===== src/rtl/duty_sequencer.sv =====
// Duty-cycle sequencer: on each counter wrap, loads the next duty table entry
// and writes it to compare1 over a regs bus shared with the host, host first.
module duty_sequencer #(
   parameter logic [5:0] CMP_LO_ADDR = 6'h0C,
   parameter logic [5:0] CMP_HI_ADDR = 6'h0D
) (
   input  logic        clk,
   input  logic        rst_n,
   input  logic        h_read,
   input  logic        h_write,
   input  logic [5:0]  h_addr,
   input  logic [7:0]  h_data_write,
   output logic [7:0]  h_data_read,
   output logic        read,
   output logic        write,
   output logic [5:0]  addr,
   output logic [7:0]  data_write,
   input  logic [7:0]  data_read,
   input  logic [15:0] count_val,
   input  logic [15:0] period,
   input  logic        seq_en,
   input  logic [1:0]  seq_len,
   input  logic        tbl_we,
   input  logic [1:0]  tbl_idx,
   input  logic [15:0] tbl_data,
   output logic [1:0]  seq_idx,
   output logic        busy,
   output logic        missed
);

   typedef enum logic [1:0] {
      ST_IDLE  = 2'd0,
      ST_WR_LO = 2'd1,
      ST_WR_HI = 2'd2
   } state_t;

   state_t      r_state;
   state_t      w_state_nxt;
   logic [15:0] r_tbl [4];
   logic [15:0] r_prev_cnt;
   logic [15:0] r_entry;
   logic [1:0]  r_seq_idx;
   logic        r_pend;
   logic        r_missed;

   logic        w_host;
   logic        w_wrap;
   logic        w_idle;
   logic        w_start;
   logic        w_hi_done;
   logic [1:0]  w_next_idx;

   assign w_host  = h_read | h_write;
   // A wrap is either an up-count rollover (period->0) or a down-count reload (0->period).
   assign w_wrap  = (period != 16'd0) &&
                    (((r_prev_cnt == period) && (count_val == 16'd0)) ||
                     ((r_prev_cnt == 16'd0) && (count_val == period)));
   assign w_idle    = (r_state == ST_IDLE);
   assign w_start   = w_idle && seq_en && (w_wrap || r_pend);
   assign w_hi_done = (r_state == ST_WR_HI) && !w_host;

   assign h_data_read = data_read;
   assign seq_idx     = r_seq_idx;
   assign busy        = !w_idle;
   assign missed      = r_missed;

   // Next table index; an out-of-range index or a disabled sequencer restarts at 0.
   always_comb begin
      w_next_idx = 2'd0;
      if (!seq_en) begin
         w_next_idx = 2'd0;
      end else if (r_seq_idx >= seq_len) begin
         w_next_idx = 2'd0;
      end else begin
         w_next_idx = r_seq_idx + 2'd1;
      end
   end

   // State register.
   always_ff @(posedge clk or negedge rst_n) begin
      if (!rst_n) begin
         r_state <= ST_IDLE;
      end else begin
         r_state <= w_state_nxt;
      end
   end

   // Next-state logic; any host strobe stalls the write states.
   always_comb begin
      w_state_nxt = r_state;
      case (r_state)
         ST_IDLE: begin
            if (w_start) begin
               w_state_nxt = ST_WR_LO;
            end else begin
               w_state_nxt = ST_IDLE;
            end
         end
         ST_WR_LO: begin
            if (w_host) begin
               w_state_nxt = ST_WR_LO;
            end else begin
               w_state_nxt = ST_WR_HI;
            end
         end
         ST_WR_HI: begin
            if (w_host) begin
               w_state_nxt = ST_WR_HI;
            end else begin
               w_state_nxt = ST_IDLE;
            end
         end
         default: begin
            w_state_nxt = ST_IDLE;
         end
      endcase
   end

   // Bus outputs: host passthrough wins, otherwise one compare byte per write state.
   always_comb begin
      read       = 1'b0;
      write      = 1'b0;
      addr       = 6'd0;
      data_write = 8'd0;
      if (w_host) begin
         read       = h_read;
         write      = h_write;
         addr       = h_addr;
         data_write = h_data_write;
      end else begin
         case (r_state)
            ST_WR_LO: begin
               write      = 1'b1;
               addr       = CMP_LO_ADDR;
               data_write = r_entry[7:0];
            end
            ST_WR_HI: begin
               write      = 1'b1;
               addr       = CMP_HI_ADDR;
               data_write = r_entry[15:8];
            end
            default: begin
               write      = 1'b0;
               addr       = 6'd0;
               data_write = 8'd0;
            end
         endcase
      end
   end

   // Duty table write port.
   always_ff @(posedge clk or negedge rst_n) begin
      if (!rst_n) begin
         for (int i = 0; i < 4; i++) begin
            r_tbl[i] <= 16'd0;
         end
      end else if (tbl_we) begin
         r_tbl[tbl_idx] <= tbl_data;
      end else begin
         r_tbl[tbl_idx] <= r_tbl[tbl_idx];
      end
   end

   // Previous counter sample and latched entry.
   always_ff @(posedge clk or negedge rst_n) begin
      if (!rst_n) begin
         r_prev_cnt <= 16'd0;
         r_entry    <= 16'd0;
      end else begin
         r_prev_cnt <= count_val;
         if (w_start) begin
            r_entry <= r_tbl[r_seq_idx];
         end else begin
            r_entry <= r_entry;
         end
      end
   end

   // Table index: held at 0 while disabled in IDLE, advanced on HI write completion.
   always_ff @(posedge clk or negedge rst_n) begin
      if (!rst_n) begin
         r_seq_idx <= 2'd0;
      end else if (w_idle && !seq_en) begin
         r_seq_idx <= 2'd0;
      end else if (w_hi_done) begin
         r_seq_idx <= w_next_idx;
      end else begin
         r_seq_idx <= r_seq_idx;
      end
   end

   // One-deep pending event; a second unserviced event raises the sticky missed flag.
   always_ff @(posedge clk or negedge rst_n) begin
      if (!rst_n) begin
         r_pend   <= 1'b0;
         r_missed <= 1'b0;
      end else if (!seq_en) begin
         r_pend   <= 1'b0;
         r_missed <= r_missed;
      end else if (w_idle) begin
         r_pend   <= 1'b0;
         r_missed <= r_missed;
      end else if (w_wrap) begin
         r_pend   <= 1'b1;
         r_missed <= r_missed | r_pend;
      end else begin
         r_pend   <= r_pend;
         r_missed <= r_missed;
      end
   end

endmodule


===== config.mk =====
export PLATFORM = sky130hd
export DESIGN_NAME = duty_sequencer
export DESIGN_NICKNAME = d
export VERILOG_FILES = /design/src/rtl/duty_sequencer.sv
export SDC_FILE = /design/constraint.sdc
export NUM_CORES = 1
export LEC_CHECK = 0
export BUFFER_PORTS_ARGS = -buffer_cell sky130_fd_sc_hd__buf_2
export CORE_UTILIZATION = 60
export DETAILED_ROUTE_END_ITERATION = 8
export PLACE_DENSITY = 0.95
export SLEW_MARGIN = 20
export SYNTH_ARGS = -nofsm -noshare
export SYNTH_HDL_FRONTEND = slang
export SYNTH_SLANG_ARGS = --single-unit

===== constraint.sdc =====
create_clock -name clk -period 5.8 [get_ports clk]
set_input_delay 1.16 -clock clk [delete_from_list [all_inputs] [get_ports clk]]
set_output_delay 1.16 -clock clk [all_outputs]
set_load 0.05 [all_outputs]

==> summary.md <==
• finished clean — outcome
• 0 — count of final hold-check violations
• 2.39 ns — critical path arrival
• dfrtp_1 — main flop type after synthesis
• yes — clock tree from TritonCTS
• h_write — launching instance or port of the critical path
• 2.276 ns — worst-case setup slack after placement
• 19.48 um — per-cell routed wire length
• r_prev_cnt[4]$_DFF_PN0_ — reg-to-reg startpoint
• dfrtp_1 — most common library cell in the layout ignoring fill and taps
• 12.08% — Synth-to-Final Area Change
• 0.005335 mm^2 — Mapped Area
• 96.30 um — chip height
• 469 — post-synthesis cell count
• 9 — total CTS buffers
• 10 — crit-path max FO
• 64 — pin count of the biggest net entering global routing
• 102 — synthesis-stage register bit count
• 96.30 um — Horiz. Die Dim
• 631 — dpl cells
• 603 — fill cell instance count of the final layout
• 8623 um — post-DP HPWL
• 0 — remaining global-route overflow
• 0.304 — clock share of power
• 0 — count of hold-fix buffers inserted at cts
• in -> out — worst setup path category
• 0.6148 — Initial Utilization
• 0 — final number of setup-violating endpoints
• 1 — count of cells along the worst hold path
• clkbuf_8 — cell chosen for the clock root
• 555 — Synth Net Count
• 647 — Final Non-Filler Cells
• 19,510 um — first-pass GRT wire length
• 0 — post-route ant nets
• 6.195 — number of vias per cell after detailed routing
• 0.0001592 V — Peak supply drop
• 0.189 — combinational fraction of design power
• 0.31 ns — stage delay of the slowest cell on the critical path
• 260 — DRT iter0 DRCs
• 5 — drt pass-1 iters
• r_entry[8]$_DFFE_PN0P_ — Reg-to-Reg End
• input port — critical path startpoint category
• 0 — Post-CTS Repair Setup Buffers
• 0.6126 — final period utilization
• 0 — max-slew violation total from the final report
• 0.4828 mW — Sw Pwr
• 12,610 um — detailed-route wire length
• 0 ns — Setup TNS
• buf_2 — slowest CP cell
• 0.009273 mm^2 — die area
• 287.2 mW/mm^2 — P per Cell Area
• 0.506 — part of the power in registers
• 0.005737 mm^2 — Area after DPL
• 0 — Resize count post-CTS
• 0.01117 ns — Setup Skew
• 0 — DRC violation count after routing
• 91 — Port-buffer cells
• 11.38 um^2 — syn avg cell area
• 0.2811 — share of total power consumed by net switching
• 0.4784 — share of the yosys chip area belonging to registers
• 620 — Net count, final
• 102 x dfrtp_1, 90 x buf_2, 72 x nand2_1, 58 x o21ai_0, 32 x mux4_2 — most frequent cells in the layout
• 0.9407 ns — Worst Max-Slew Pin Slew
• 0.3729 — remaining max-slew budget at the tightest pin
• 0.3080 — share of cells above drive strength 1
• 0.36 ns — latest clock arrival within the worst-skew pair
• 3.553 ns — shortest clock period the worst path allows after layout
• buf_2, nor2_1, nand2_1, o21ai_0, buf_2 — critical path cell sequence
• 3.35 ns — worst-case register-to-register setup slack
• 0.8612 — weighted congestion at the end of routability-driven global placement
• 4.64 ns — required arrival time at the worst endpoint
• 0.008678 mm^2 — floorplan core area
• buf_2 — most used cell along the critical path
• 0 — number of diodes added for antenna fixing
• 4,008 — routed via count
• reg -> reg — path type of the worst min-delay path
• 102 — clock sink count
• 2 — buffer and inverter count on the worst path
• 2 — Longest Clk Path Bufs
• 34 — Placement Rows
• data_write[6] — Worst setup endpoint
• 108 — I/O pin total
• 0.09 ns — clock slew seen by the registers of the worst setup and hold paths
• 0 — max-capacitance violation count
• 2.712 nW — Leak Pwr
• no — RSZ-0062 raised after global routing
• 1.235 mW — internal cell power
• simple AND/OR/NAND/NOR gates — family with the most delay on the worst path
• 6 — Register-to-Register Path Depth
• 0.005979 mm^2 — Layout Cell Area excl Fill
• 0 — number of antenna violations at the first check in global routing
• 36 — library cells used by synthesis
• 3 — H-tree level count
• 5 — Worst path depth
• 0 — count of synthesis-stage warnings from yosys
• output port — endpoint kind of the worst setup timing path
• 2.247 ns — minimum setup slack in the final design
• 1.000 — ys async rst share
• 0 — number of flops mapped to enable cells by yosys
• 0.2814 GHz — achievable frequency
• 0.2861 — Total GRT Usage
• 3,955 — number of global-route vias before repair
worst reg2reg max path, stage by stage, from the launching register on:
cell     delay [ns]
dfrtp_1        0.42
nor4_2         0.36
nand4_1        0.15
nor4_1         0.32
a22oi_1        0.16
o21a_1         0.51
mux2_4         0.43
cells by family (layout without fill, tap and decap cells):
logic type	Yosys count	in the layout	share of synthesized area
AND/OR/NAND/NOR	127	127	0.1112
AO/OA/AOI/OAI	92	92	0.09498
XOR/XNOR	32	32	0.05253
multiplexers	64	64	0.2052
buffers and inverters	46	116	0.04362
adder cells (fa/ha/maj)	6	6	0.01407
flip-flops	102	102	0.4784
sequential cells by signal, indices dropped and copies added, names as in the netlist:
signal	cells
missed	1
r_prev_cnt	16
r_pend	1
r_entry	16
r_state	2
seq_idx	2
r_tbl	64
synthesized netlist by cell type, drive strengths merged (6+ instances only):
library cell / number / area, um^2
dfrtp: 102 / 2552
nand2: 72 / 270.3
o21ai: 58 / 290.3
mux4: 32 / 720.7
xnor2: 28 / 245.2
clkbuf: 21 / 78.83
buf: 18 / 127.6
a21oi: 17 / 85.08
nor2: 17 / 63.81
mux2: 16 / 214.0
mux2i: 16 / 160.2
nor4: 14 / 112.6
a22oi: 9 / 67.56
nand4: 9 / 56.30
inv: 7 / 26.28
ha: 6 / 75.07
through the flow:
step / utilization / hold slack [ns] / power [mW]
6_report: 0.6890 / 0.4831 / 1.718
5_1_grt: 0.6890 / 0.5302 / 1.792
4_1_cts: 0.6883 / 0.4889 / 1.718
3_5_place_dp: 0.6610 / 0.4677 / 1.198
3_3_place_gp: 0.6610 / 0.4539 / 1.170
2_1_floorplan: - / 0.4609 / 1.096
power groups by stage:
stage | combinational (mW) | sequential [mW] | clock, mW
after global placement | 0.303 | 0.867 | 0
after global routing | 0.358 | 0.879 | 0.555
after detailed placement | 0.319 | 0.879 | 0
final | 0.325 | 0.870 | 0.523
after CTS | 0.325 | 0.866 | 0.527
after floorplan | 0.239 | 0.857 | 0
layer usage:
layer / up-vias / track usage / routed length (um) / share of wire
met4: 0 / 0.1054 / 276 / 0.022
met2: 187 / 0.4882 / 6573 / 0.52
met5: - / 0 / 0 / 0
li1: 1796 / - / - / -
met1: 1996 / 0.3662 / 4955 / 0.39
met3: 29 / 0.05292 / 800 / 0.063
final cells by class:
type                            count  area [um^2]  share of cell area
Clock inverter                      6        108.9             0.01820
Multi-Input combinational cell    321         2556              0.4275
Inverter                            7        26.28            0.004394
Clock buffer                       10        127.6             0.02134
Timing Repair Buffer               93        473.0             0.07910
Sequential cell                   102         2552              0.4269
Tap cell                          108        135.1             0.02260
how the worst min path moves through the flow:
| stage | from | endpoint | slack (ns) |
|---|---|---|---|
| after detailed placement | missed$_DFFE_PN0P_ | missed$_DFFE_PN0P_ | 0.47 |
| after global placement | missed$_DFFE_PN0P_ | missed$_DFFE_PN0P_ | 0.45 |
| after floorplan | r_tbl[16]$_DFFE_PN0P_ | r_tbl[16]$_DFFE_PN0P_ | 0.46 |
| final | missed$_DFFE_PN0P_ | missed$_DFFE_PN0P_ | 0.48 |
| after global routing | missed$_DFFE_PN0P_ | missed$_DFFE_PN0P_ | 0.53 |
| after CTS | missed$_DFFE_PN0P_ | missed$_DFFE_PN0P_ | 0.49 |
Note: power is estimated with default switching activity, not from simulation.
